`src/rtl/gmux_pkg.sv`:
```
// Shared types and helpers for the GMUX select sequencer.
package gmux_pkg;

    // Switch sequencer states; BUSY is simply "state != SW_IDLE".
    typedef enum logic [2:0] {
        SW_IDLE      = 3'd0,
        SW_GATE_OFF  = 3'd1,
        SW_WAIT_PRE  = 3'd2,
        SW_FLIP      = 3'd3,
        SW_WAIT_POST = 3'd4,
        SW_FIN       = 3'd5
    } gmux_sw_state_t;

    // GMUX select encoding (IS0 bit value).
    localparam logic GMUX_MODE_IP = 1'b0;
    localparam logic GMUX_MODE_IC = 1'b1;

    // Width of a channel index; a single channel still gets one bit.
    function automatic int gmux_ch_width(input int n_ch);
        return (n_ch > 1) ? $clog2(n_ch) : 1;
    endfunction

endpackage

```
`src/rtl/gmux_guard_timer.sv`:
```
// Guard-interval down-counter: load to GUARD, count down, saturate at zero.
module gmux_guard_timer #(
    parameter int  GUARD = 3,
    localparam int CW    = (GUARD > 0) ? $clog2(GUARD + 1) : 1
) (
    input  logic clk,
    input  logic rst_n,
    input  logic load,
    output logic zero,
    output logic last
);

    localparam logic [CW-1:0] GUARD_V = CW'(GUARD);

    logic [CW-1:0] cnt_q;

    // Load has priority; otherwise count down and hold at zero.
    always_ff @(posedge clk or negedge rst_n) begin
        if (!rst_n) begin
            cnt_q <= '0;
        end else if (load) begin
            cnt_q <= GUARD_V;
        end else if (cnt_q != '0) begin
            cnt_q <= cnt_q - CW'(1);
        end
    end

    // "last" marks the final cycle of a guard interval.
    assign zero = (cnt_q == '0);
    assign last = (cnt_q == CW'(1));

endmodule

```
`src/rtl/gmux_switch_ctrl.sv`:
```
// Sequenced select controller for a bank of GMUX channels.
// A switch closes the channel gate, waits GUARD cycles, flips IS0, waits
// GUARD cycles, then reopens the gate, so the downstream output never sees
// a runt pulse while the mux select moves.
module gmux_switch_ctrl
    import gmux_pkg::*;
#(
    parameter int              N_CH      = 4,
    parameter int              GUARD     = 3,
    parameter logic [N_CH-1:0] RESET_SEL = '0,
    localparam int             CHW       = gmux_ch_width(N_CH)
) (
    input  logic            clk,
    input  logic            rst_n,
    // Handshake: a request transfers on a rising edge where req_valid and
    // req_ready are both high. The source holds req_ch/req_sel stable while
    // req_valid is high and not yet accepted; nothing is dropped or queued.
    input  logic            req_valid,
    output logic            req_ready,
    input  logic [CHW-1:0]  req_ch,
    input  logic            req_sel,
    output logic [N_CH-1:0] is0,
    output logic [N_CH-1:0] gate_en,
    output logic            busy,
    output logic            done,
    output logic            err,
    output gmux_sw_state_t  state_dbg
);

    localparam logic [CHW:0] N_CH_V = (CHW + 1)'(N_CH);

    gmux_sw_state_t  state_q, state_d;
    logic [CHW-1:0]  ch_q;
    logic            sel_q;
    logic [N_CH-1:0] is0_q;
    logic [N_CH-1:0] gate_q;
    logic            done_q;
    logic            err_q;

    logic [N_CH-1:0] req_mask;
    logic [N_CH-1:0] ch_mask;
    logic            cur_sel;
    logic            req_bad;
    logic            accept;

    logic            tmr_load;
    logic            tmr_zero;
    logic            tmr_last;
    logic            do_start;
    logic            do_flip;
    logic            do_finish;
    logic            do_noop;
    logic            do_bad;

    gmux_guard_timer #(
        .GUARD (GUARD)
    ) u_timer (
        .clk   (clk),
        .rst_n (rst_n),
        .load  (tmr_load),
        .zero  (tmr_zero),
        .last  (tmr_last)
    );

    // Ready only in IDLE and not in a DONE/ERR pulse cycle.
    assign req_ready = (state_q == SW_IDLE) && !done_q && !err_q;
    assign accept    = req_valid && req_ready;
    assign req_bad   = ({1'b0, req_ch} >= N_CH_V);

    // Decode requested and latched channel into one-hot masks.
    always_comb begin
        req_mask = '0;
        ch_mask  = '0;
        cur_sel  = 1'b0;
        for (int i = 0; i < N_CH; i++) begin
            if (req_ch == CHW'(i)) begin
                req_mask[i] = 1'b1;
                cur_sel     = is0_q[i];
            end
            if (ch_q == CHW'(i)) begin
                ch_mask[i] = 1'b1;
            end
        end
    end

    // Next-state and per-step strobes for the switch sequence.
    always_comb begin
        state_d   = state_q;
        tmr_load  = 1'b0;
        do_start  = 1'b0;
        do_flip   = 1'b0;
        do_finish = 1'b0;
        do_noop   = 1'b0;
        do_bad    = 1'b0;
        case (state_q)
            SW_IDLE: begin
                if (accept) begin
                    if (req_bad) begin
                        do_bad = 1'b1;
                    end else if (req_sel == cur_sel) begin
                        do_noop = 1'b1;
                    end else begin
                        do_start = 1'b1;
                        tmr_load = 1'b1;
                        state_d  = SW_GATE_OFF;
                    end
                end
            end
            SW_GATE_OFF, SW_WAIT_PRE: begin
                if (tmr_last || tmr_zero) begin
                    do_flip  = 1'b1;
                    tmr_load = 1'b1;
                    state_d  = SW_FLIP;
                end else begin
                    state_d = SW_WAIT_PRE;
                end
            end
            SW_FLIP, SW_WAIT_POST: begin
                if (tmr_last || tmr_zero) begin
                    do_finish = 1'b1;
                    state_d   = SW_FIN;
                end else begin
                    state_d = SW_WAIT_POST;
                end
            end
            SW_FIN: begin
                state_d = SW_IDLE;
            end
            default: begin
                state_d = SW_IDLE;
            end
        endcase
    end

    // State, latched request and the registered GMUX outputs.
    always_ff @(posedge clk or negedge rst_n) begin
        if (!rst_n) begin
            state_q <= SW_IDLE;
            ch_q    <= '0;
            sel_q   <= 1'b0;
            is0_q   <= RESET_SEL;
            gate_q  <= '1;
            done_q  <= 1'b0;
            err_q   <= 1'b0;
        end else begin
            state_q <= state_d;
            done_q  <= do_noop || do_finish;
            err_q   <= do_bad;
            if (do_start) begin
                ch_q   <= req_ch;
                sel_q  <= req_sel;
                gate_q <= gate_q & ~req_mask;
            end
            if (do_flip) begin
                is0_q <= (is0_q & ~ch_mask) | ((sel_q == GMUX_MODE_IC) ? ch_mask : '0);
            end
            if (do_finish) begin
                gate_q <= gate_q | ch_mask;
            end
        end
    end

    assign is0       = is0_q;
    assign gate_en   = gate_q;
    assign busy      = (state_q != SW_IDLE);
    assign done      = done_q;
    assign err       = err_q;
    assign state_dbg = state_q;

endmodule

```
`config.mk`:
```
export PLATFORM = sky130hd
export DESIGN_NAME = gmux_switch_ctrl
export DESIGN_NICKNAME = d
export VERILOG_FILES = /design/src/rtl/gmux_pkg.sv /design/src/rtl/gmux_guard_timer.sv /design/src/rtl/gmux_switch_ctrl.sv
export SDC_FILE = /design/constraint.sdc
export NUM_CORES = 1
export LEC_CHECK = 0
export ABC_AREA = 1
export BUFFER_PORTS_ARGS = -buffer_cell sky130_fd_sc_hd__buf_4
export CORE_UTILIZATION = 30
export CTS_CLUSTER_SIZE = 14
export DETAILED_ROUTE_END_ITERATION = 10
export GPL_ROUTABILITY_DRIVEN = 0
export PLACE_DENSITY = 0.56
export SLEW_MARGIN = 20
export SYNTH_ARGS = -nofsm -noshare
export SYNTH_HDL_FRONTEND = slang
export SYNTH_SLANG_ARGS = --single-unit
```
`constraint.sdc`:
```
create_clock -name clk -period 2.5 [get_ports clk]
set_clock_uncertainty 0.1 [all_clocks]
set_input_delay 0.375 -clock clk [delete_from_list [all_inputs] [get_ports clk]]
set_output_delay 0.375 -clock clk [all_outputs]
set_load 0.01 [all_outputs]
```
==> results of run 1 <==
==> worst reg2reg max path, delay by kind of cell, from the launching register on <==
family	cells	cell delay, ns
flops	1	0.44
simple gates	7	1.19
==> metal layers <==
layer / vias up / GRT usage / wire length, um
li1: 407 / - / -
met1: 358 / 0.1861 / 967
met2: 20 / 0.2094 / 868
met3: 3 / 0.02620 / 72
met4: 0 / 0.05102 / 23
met5: - / 0 / 0
==> stage by stage <==
| stage | util | power [uW] | hold WS [ns] | area, um^2 | cells |
|---|---|---|---|---|---|
| final | 0.3858 | 1384 | 0.2832 | 1187 | 181 |
| after floorplan | - | 996.2 | -0.02059 | 975.9 | 116 |
| after global routing | 0.3858 | 1525 | 0.2714 | 1187 | 181 |
| after CTS | 0.3858 | 1401 | 0.2775 | 1187 | 181 |
| after detailed placement | 0.3740 | 1251 | 0.1563 | 1151 | 176 |
| after global placement | 0.3740 | 1237 | 0.1546 | 1151 | 176 |
==> final timing paths <==
path / end / from / cells after the start / slack (ns)
min in group asynchronous: sel_q / rst_n / 2 / 0.38
max in group asynchronous: gate_en[2] / rst_n / 2 / 1.66
worst min register to register: gate_en[2] / gate_en[2] / 2 / 0.38
worst max-delay path: gate_en[0] / state_dbg[1] / 7 / 0.71
worst max register to register: gate_en[0] / state_dbg[1] / 7 / 0.71
worst min-delay path: ch_q[1] / req_ch[1] / 3 / 0.28
==> cell type report <==
type	instances	area, um^2
clock buffer	4	26.28
sequential	17	430.4
multi-input combinational	81	466.7
inverter	15	56.30
timing repair buffer	20	152.6
tap	44	55.05
fill	322	1891
==> power by group through the flow <==
stage	sequential [uW]	clock, uW	combinational [uW]
final	542	145	697
after global routing	564	166	796
after CTS	544	150	707
after detailed placement	547	0	704
after global placement	545	0	692
after floorplan	542	0	454
==> synthesized netlist by cell type (all sizes together) <==
master,count
nand2,29
o21ai,16
inv,15
dfrtp,13
nor2,12
nand3,9
a21oi,4
dfstp,4
buf,3
ha,2
nor3,2
or2,2
and2b,1
conb,1
nand4,1
nor3b,1
xor2,1
==> kinds of logic (layout without fill, tap and decap cells) <==
kind of cell	after synthesis	count (layout)	synth area share
simple gates	57	57	0.3180
flops	17	17	0.4410
other cells	1	1	0.003842
buf+inv	18	39	0.08076
xor+xnor	1	1	0.008976
compound gates	20	20	0.1218
fa+ha+maj	2	2	0.02564
==> impl_metrics.json, run 1 <==
{
  "outcome": "completed",
  "antenna_found_initial": 0,
  "cts_sinks": 17,
  "synth_area_leader_cell": "dfrtp_1",
  "power_switching_uw": 606.2,
  "drt_iter0_drc": 20,
  "p_int_uw": 777.9,
  "clk_latency_ns": 0.29,
  "p_comb_frac": 0.504,
  "p_leak_uw": 0.0005837,
  "cp_slowest_cell": "dfrtp_1",
  "pin_count": 21,
  "fp.coreArea_um2": 3078,
  "hold_buffers": 1,
  "maxCapViolCount": 0,
  "die_h_um": 59.04,
  "min_period_over_period": 0.7144,
  "grt_max_degree": 18,
  "num_rows": 20,
  "setup_ws_ns": 0.7141,
  "cts_buffers": 3,
  "cp.buffers_inverters": 0,
  "max_freq_ghz": 0.5599,
  "cts_tree": "yes",
  "syn_to_final_growth_pct": 21.67,
  "crit_required_ns": 2.63,
  "post_cts_resized": 0,
  "yosysSeqAreaShare": 0.4410,
  "die_area_um2": 3485,
  "switching_share": 0.4380,
  "die_w_um": 59.04,
  "mostFrequentLayoutCells": "21 x nand2_1, 19 x buf_4, 13 x dfrtp_1",
  "worst_setup_path_end_kind": "register",
  "final_antenna_net_count": 0,
  "netlist.area_leader.share": 0.3333,
  "ys_ff_latch": 17,
  "drc": 0,
  "crit_chain": "nor2_2 > nand2_2 > nor3b_2 > nand3_2 > nand2_1 > nand2_1 > nand2_1",
  "finalCriticalPeriod_ns": 1.786,
  "initial_utilization": 0.3171,
  "antenna_cells": 0,
  "path_delay_family": "simple AND/OR/NAND/NOR gates",
  "grt_pass1_wl_um": 3484,
  "min_path_type": "in2reg",
  "rsz0062_at_grt": "no",
  "wl_per_cell_um": 10.67,
  "cts.path.max_buffers": 2,
  "hpwl_um": 1526,
  "root_buffer": "clkbuf_4",
  "synth_area_leaders": "dfrtp_1 33%, dfstp_2 11%, nand2_1 8.1%, o21ai_0 6.2%, nand2_2 5.1%",
  "syn_area_um2": 975.9,
  "nNetsFinal": 146,
  "grt_overflow": 0,
  "drtPass1Iterations": 4,
  "dp_slack_ns": 0.7366,
  "post_cts_buffers": 0,
  "seq_power_share": 0.392,
  "wirelength_um": 1931,
  "synth_nets": 124,
  "crit_path_max_fanout": 12,
  "p_clk_frac": 0.105,
  "post_synth_num_cell_types": 27,
  "final_common_cell": "nand2_1",
  "vias": 788,
  "critPathLaunchType": "register",
  "report.final.slew_viol_count": 0,
  "grt_pass1_vias": 772,
  "crit_type": "reg2reg",
  "hold_viol_final": 0,
  "ir_worst_vdd_mv": 0.3887,
  "cp.arrival_ns": 1.92,
  "post_drt_via_cell_ratio": 4.354,
  "layout-drive-gt1-share": 0.3869,
  "htreeDepth": 1,
  "synth_warnings": 0,
  "grt.total_usage": 0.1348,
  "crit_path_frequent_cell": "nand2_1",
  "final-setup-viol-count": 0,
  "synth_cells": 116,
  "path_clk_slew_ns": 0.10,
  "synth.avg_cell_area_um2": 8.413,
  "numPortBuffers": 19,
  "cpPeakStageDelay_ns": 0.44,
  "final.setup.tns_ns": 0,
  "power_density_nw_per_um2": 1166
}
(Power assumes the default switching activity.)
==> run 2: changes to the inputs <==
- clock period: 2.5 -> 1.75 ns (I/O delays scaled with it)
==> run 2 against run 1 <==
Compared with the run above: sequential cell count is the same; register-to-register slack lost 0.59 ns; worst hold slack worse by 0.11 ns; clock power up 47%; via count grew 4.4%; global-route usage shrank 0.28 points; cell count rose by 0.55%; die area is the same; largest power group unchanged; cell area grew 2.6%; worst setup slack lost 0.59 ns; sequential share of layout area is 0.93 points lower.
==> impl_metrics.json, run 2 (synthesis gave the netlist of run 1 again) <==
{
  "outcome": "completed",
  "worst_setup_path_end_kind": "register",
  "num_rows": 20,
  "syn_to_final_growth_pct": 24.87,
  "min_from": "req_sel",
  "nNetsFinal": 147,
  "cts.path.max_buffers": 2,
  "cp-endpoint": "done",
  "grt_overflow": 0,
  "r2r_cells": 6,
  "p_clk_frac": 0.104,
  "reg2reg_from": "u_timer.cnt_q[0]",
  "met2_length_um": 929,
  "grt.total_usage": 0.1321,
  "grt_max_degree": 18,
  "m1WireLength_um": 962,
  "min_path_type": "in2reg",
  "r2r_end": "done",
  "cts_sinks": 17,
  "min_period_over_period": 0.9311,
  "clk_latency_ns": 0.29,
  "initial_utilization": 0.3171,
  "cp.arrival_ns": 1.72,
  "seq_power_share": 0.374,
  "vias": 823,
  "p_int_uw": 1157,
  "pin_count": 21,
  "power_switching_uw": 885.3,
  "antenna_found_initial": 0,
  "power_density_nw_per_um2": 1676,
  "cts_buffers": 3,
  "crit_type": "reg2reg",
  "numPortBuffers": 19,
  "rrSetupSlack_ns": 0.12,
  "antenna_cells": 0,
  "final-setup-viol-count": 0,
  "hold_viol_final": 0,
  "worstSetupStartpoint": "u_timer.cnt_q[0]",
  "htreeDepth": 1,
  "ir_worst_vdd_mv": 0.6205,
  "wl_per_cell_um": 10.80,
  "die_w_um": 59.04,
  "crit_required_ns": 1.84,
  "final.setup.tns_ns": 0,
  "die_h_um": 59.04,
  "switching_share": 0.4335,
  "rsz0062_at_grt": "no",
  "critPathLaunchType": "register",
  "hpwl_um": 1507,
  "p_leak_uw": 0.0005896,
  "maxCapViolCount": 0,
  "drt_iter0_drc": 28,
  "layout-drive-gt1-share": 0.4130,
  "grt_pass1_wl_um": 3512,
  "finalCriticalPeriod_ns": 1.629,
  "final_antenna_net_count": 0,
  "grt_pass1_vias": 813,
  "mostFrequentLayoutCells": "20 x nand2_1, 20 x buf_4, 13 x dfrtp_1",
  "drtPass1Iterations": 4,
  "p_comb_frac": 0.521,
  "wirelength_um": 1965,
  "cts_tree": "yes",
  "report.final.slew_viol_count": 0,
  "fp.coreArea_um2": 3078,
  "root_buffer": "clkbuf_4",
  "path_clk_slew_ns": 0.11,
  "fin_cells": 182,
  "post_drt_via_cell_ratio": 4.522,
  "dp_cells": 176,
  "wl_met3_um": 63,
  "die_area_um2": 3485,
  "maxUsedRoutingLayer": "met4",
  "crit_path_max_fanout": 6,
  "max_freq_ghz": 0.6137,
  "drc": 0
}
## run 2: cell type report
class | count | area (um^2)
fill | 334 | 1859
multi-input combinational | 81 | 488.0
sequential | 17 | 430.4
timing repair buffer | 21 | 160.2
inverter | 15 | 58.81
tap | 44 | 55.05
clock buffer | 4 | 26.28
## run 2: worst min path at each step
stage	endpoint	slack [ns]	cells past startpoint
2_1_floorplan	asynchronous set/reset pin	-0.13	0
3_3_place_gp	ch_q[0]	0.04	1
3_5_place_dp	ch_q[0]	0.05	1
4_1_cts	sel_q	0.17	3
5_1_grt	sel_q	0.17	3
6_report	sel_q	0.17	3
## run 2: routing by layer
| layer | vias up | GRT usage |
|---|---|---|
| met5 | - | 0 |
| met4 | 0 | 0.04082 |
| met3 | 2 | 0.02183 |
| met2 | 21 | 0.2256 |
| met1 | 386 | 0.1706 |
| li1 | 414 | - |
## run 2: what timing repair did
| action | CTS | global route |
|---|---|---|
| hold endpoints to repair | 17 | 0 |
| cloned | 0 | 0 |
| buffers inserted | 0 | 1 |
| pin swaps | 0 | 1 |
| hold buffers | 1 | 0 |
| endpoints found under the setup margin | 3 | 3 |
| gates resized for setup | 1 | 6 |
## run 2: metrics by stage
step / setup slack (ns) / instance area, um^2 / hold slack [ns] / util / power, uW
finish: 0.1206 / 1219 / 0.1703 / 0.3959 / 2042
global route: 0.006284 / 1219 / 0.1691 / 0.3959 / 2241
CTS: 0.06397 / 1195 / 0.1654 / 0.3882 / 2014
detailed placement: 0.002393 / 1151 / 0.04811 / 0.3740 / 1781
global placement: 0.1056 / 1151 / 0.04273 / 0.3740 / 1757
floorplan: 0.2028 / 975.9 / -0.1331 / - / 1423
## run 2: critical path, cell delays in order (launching register included)
cell     delay (ns)
dfrtp_1        0.42
buf_4          0.14
ha_1           0.18
or2_4          0.23
nand2_1        0.11
nor2_4         0.07
or2_2          0.29
## run 2: power by group through the flow
| stage | sequential [uW] | combinational [uW] | clock (uW) |
|---|---|---|---|
| final | 765 | 1060 | 213 |
| after global placement | 771 | 986 | 0 |
| after detailed placement | 773 | 1010 | 0 |
| after CTS | 765 | 1020 | 224 |
| after floorplan | 774 | 649 | 0 |
| after global routing | 795 | 1210 | 241 |
==> run 3: changes to the inputs <==
- ABC_AREA: 1 -> 0
- PLACE_DENSITY: 0.56 -> 0.57
==> run 3 against run 2 <==
Compared with the run above: the run now ends with negative setup slack left; die area shrank 11%; count of clock-buffer cells in the layout decreased by 1; clock power is essentially flat; area after synthesis fell by 12%; sequential power up 1%; register-to-register slack lost 0.15 ns; critical path type unchanged; largest cell class unchanged.
==> impl_metrics.json, run 3 <==
{
  "maxCapViolCount": 0,
  "nNetsFinal": 126,
  "reg2reg_from": "u_timer.cnt_q[0]",
  "die_h_um": 55.65,
  "setup_ws_ns": -0.03424,
  "ir_worst_vdd_mv": 1.071,
  "initial_utilization": 0.3158,
  "syn_to_final_growth_pct": 49.71,
  "synth.avg_cell_area_um2": 11.36,
  "grt_overflow": 0,
  "synth_common_cells": "13 x dfrtp_1, 8 x o21ai_0, 5 x inv_1, 5 x nand2_1, 5 x nor2_1",
  "cts.path.max_buffers": 2,
  "hold_viol_final": 0,
  "synth_nets": 84,
  "async_flop_share": 1.000,
  "r2r_cells": 6,
  "cts_tree": "yes",
  "crit_path_max_fanout": 5,
  "synth_flop_cell": "dfrtp_1",
  "max_freq_ghz": 0.5605,
  "violations": "negative setup slack",
  "wl_per_cell_um": 12.97,
  "synth.most_common_cell": "dfrtp_1",
  "drtPass1Iterations": 4,
  "ys_ff_latch": 17,
  "placed_area_um2": 1171,
  "grt_max_degree": 18,
  "p_leak_uw": 0.0006161,
  "post_drt_via_cell_ratio": 4.655,
  "final_antenna_net_count": 0,
  "fillers": 268,
  "seqCellArea_um2": 431.7,
  "wirelength_um": 1919,
  "netlist.area_leader.share": 0.3768,
  "numPortBuffers": 19,
  "power_density_nw_per_um2": 1887,
  "dp_slack_ns": -0.1456,
  "syn_area_um2": 863.3,
  "drc": 0,
  "report.final.slew_viol_count": 0,
  "yosysSeqAreaShare": 0.4986,
  "die_w_um": 55.65,
  "hpwl_um": 1382,
  "synth_area_leaders": "dfrtp_1 38%, dfstp_2 12%, mux2_2 5.2%, o21ai_0 4.6%, mux2_4 3.5%",
  "post_synth_num_cell_types": 33,
  "num_rows": 19,
  "crit_required_ns": 1.84,
  "worstSetupStartpoint": "u_timer.cnt_q[0]",
  "final-setup-viol-count": 3,
  "grt_pass1_wl_um": 3243,
  "path_clk_slew_ns": 0.11,
  "vias": 689,
  "min_period_over_period": 1.020,
  "htreeDepth": 1,
  "cp.buffers_inverters": 1,
  "min_path_type": "in2reg",
  "outcome": "complete, but fails checks",
  "critPathLaunchType": "register",
  "antenna_cells": 0,
  "synth_cells": 76,
  "path_delay_family": "simple AND/OR/NAND/NOR gates",
  "drt_iter0_drc": 9,
  "crit_chain": "inv_1 > ha_2 > nor2_2 > or3_4 > nor3b_4 > mux2_4",
  "fin_area_um2": 1292,
  "grt_pass1_vias": 704,
  "rrSetupSlack_ns": -0.03,
  "cp.arrival_ns": 1.87,
  "synth_area_leader_cell": "dfrtp_1",
  "crit_type": "reg2reg",
  "layout-drive-gt1-share": 0.5897,
  "cts_buffers": 3,
  "worst_setup_path_end_kind": "register",
  "die_area_um2": 3096,
  "antenna_found_initial": 0,
  "cp.depth": 6,
  "multiInputGateArea_um2": 465.4,
  "grt.total_usage": 0.1362,
  "synth_edf_count": 0,
  "rsz0062_at_grt": "yes",
  "finalCriticalPeriod_ns": 1.784,
  "cp_slowest_cell": "dfrtp_1",
  "cpPeakStageDelay_ns": 0.41,
  "root_buffer": "clkbuf_4",
  "final_common_cell": "buf_4",
  "fp.coreArea_um2": 2734,
  "clk_latency_ns": 0.29,
  "synth_warnings": 0,
  "mostFrequentLayoutCells": "34 x buf_4, 12 x dfrtp_1, 8 x o21ai_0",
  "pin_count": 21,
  "cts_sinks": 17
}
[run 3: worst min path at each step]
stage	start	endpoint	slack, ns	depth (start not counted)
after floorplan	rst_n	asynchronous set/reset pin	-0.13	0
after global placement	rst_n	done	0.04	1
after detailed placement	rst_n	state_dbg[2]	0.04	1
after CTS	req_ch[1]	gate_en[3]	0.05	2
after global routing	req_ch[1]	gate_en[3]	0.05	2
final	req_ch[1]	gate_en[3]	0.06	2
[run 3: cell families (layout without fill, tap and decap cells)]
family	after synthesis	count (layout)	synth area share
and+or+nand+nor	24	24	0.1623
AOI/OAI and AO/OA	15	15	0.1044
muxes	7	7	0.1130
DFF	17	17	0.4985
buffers and inverters	7	48	0.03623
adders and majority gates	2	2	0.02898
xor gates and xnor gates	3	3	0.05218
other	1	1	0.004344
[run 3: through the flow]
step / util / hold WS (ns) / TNS, ns / power [uW] / cells
floorplan: - / -0.1331 / -0.2952 / 1444 / 76
global placement: 0.4284 / 0.04184 / -0.2662 / 1998 / 139
detailed placement: 0.4284 / 0.04478 / -0.4432 / 2031 / 139
CTS: 0.4600 / 0.04738 / -0.1041 / 2380 / 146
global route: 0.4728 / 0.04576 / -0.4704 / 2621 / 148
finish: 0.4728 / 0.05505 / -0.06358 / 2438 / 148
[run 3: timing repair]
item	CTS	global route
pin swaps	2	2
gates resized for setup	7	6
hold endpoints to repair	17	0
endpoints found under the setup margin	9	11
hold buffers	1	0
buffers inserted	2	2
[run 3: layout make-up]
type | count | share of cell area
inverters | 5 | 0.01452
well taps | 31 | 0.03001
flip-flops and latches | 17 | 0.3340
repair buffers | 39 | 0.2401
multi-input cells | 52 | 0.3601
clock inverters | 1 | 0.003872
clock buffers | 3 | 0.01742
[run 3: report_power, final]
part	internal [uW]	switching (uW)
combinational	847	608
clock	84.9	126
sequential	592	181
total	1520	914
[run 3: per-layer routing]
metal,GRT usage,vias up,part of all wire
met5,0,-,0
met4,0.06429,0,0.011
met3,0.02326,2,0.033
met2,0.1962,13,0.46
met1,0.1985,323,0.50
li1,-,351,-
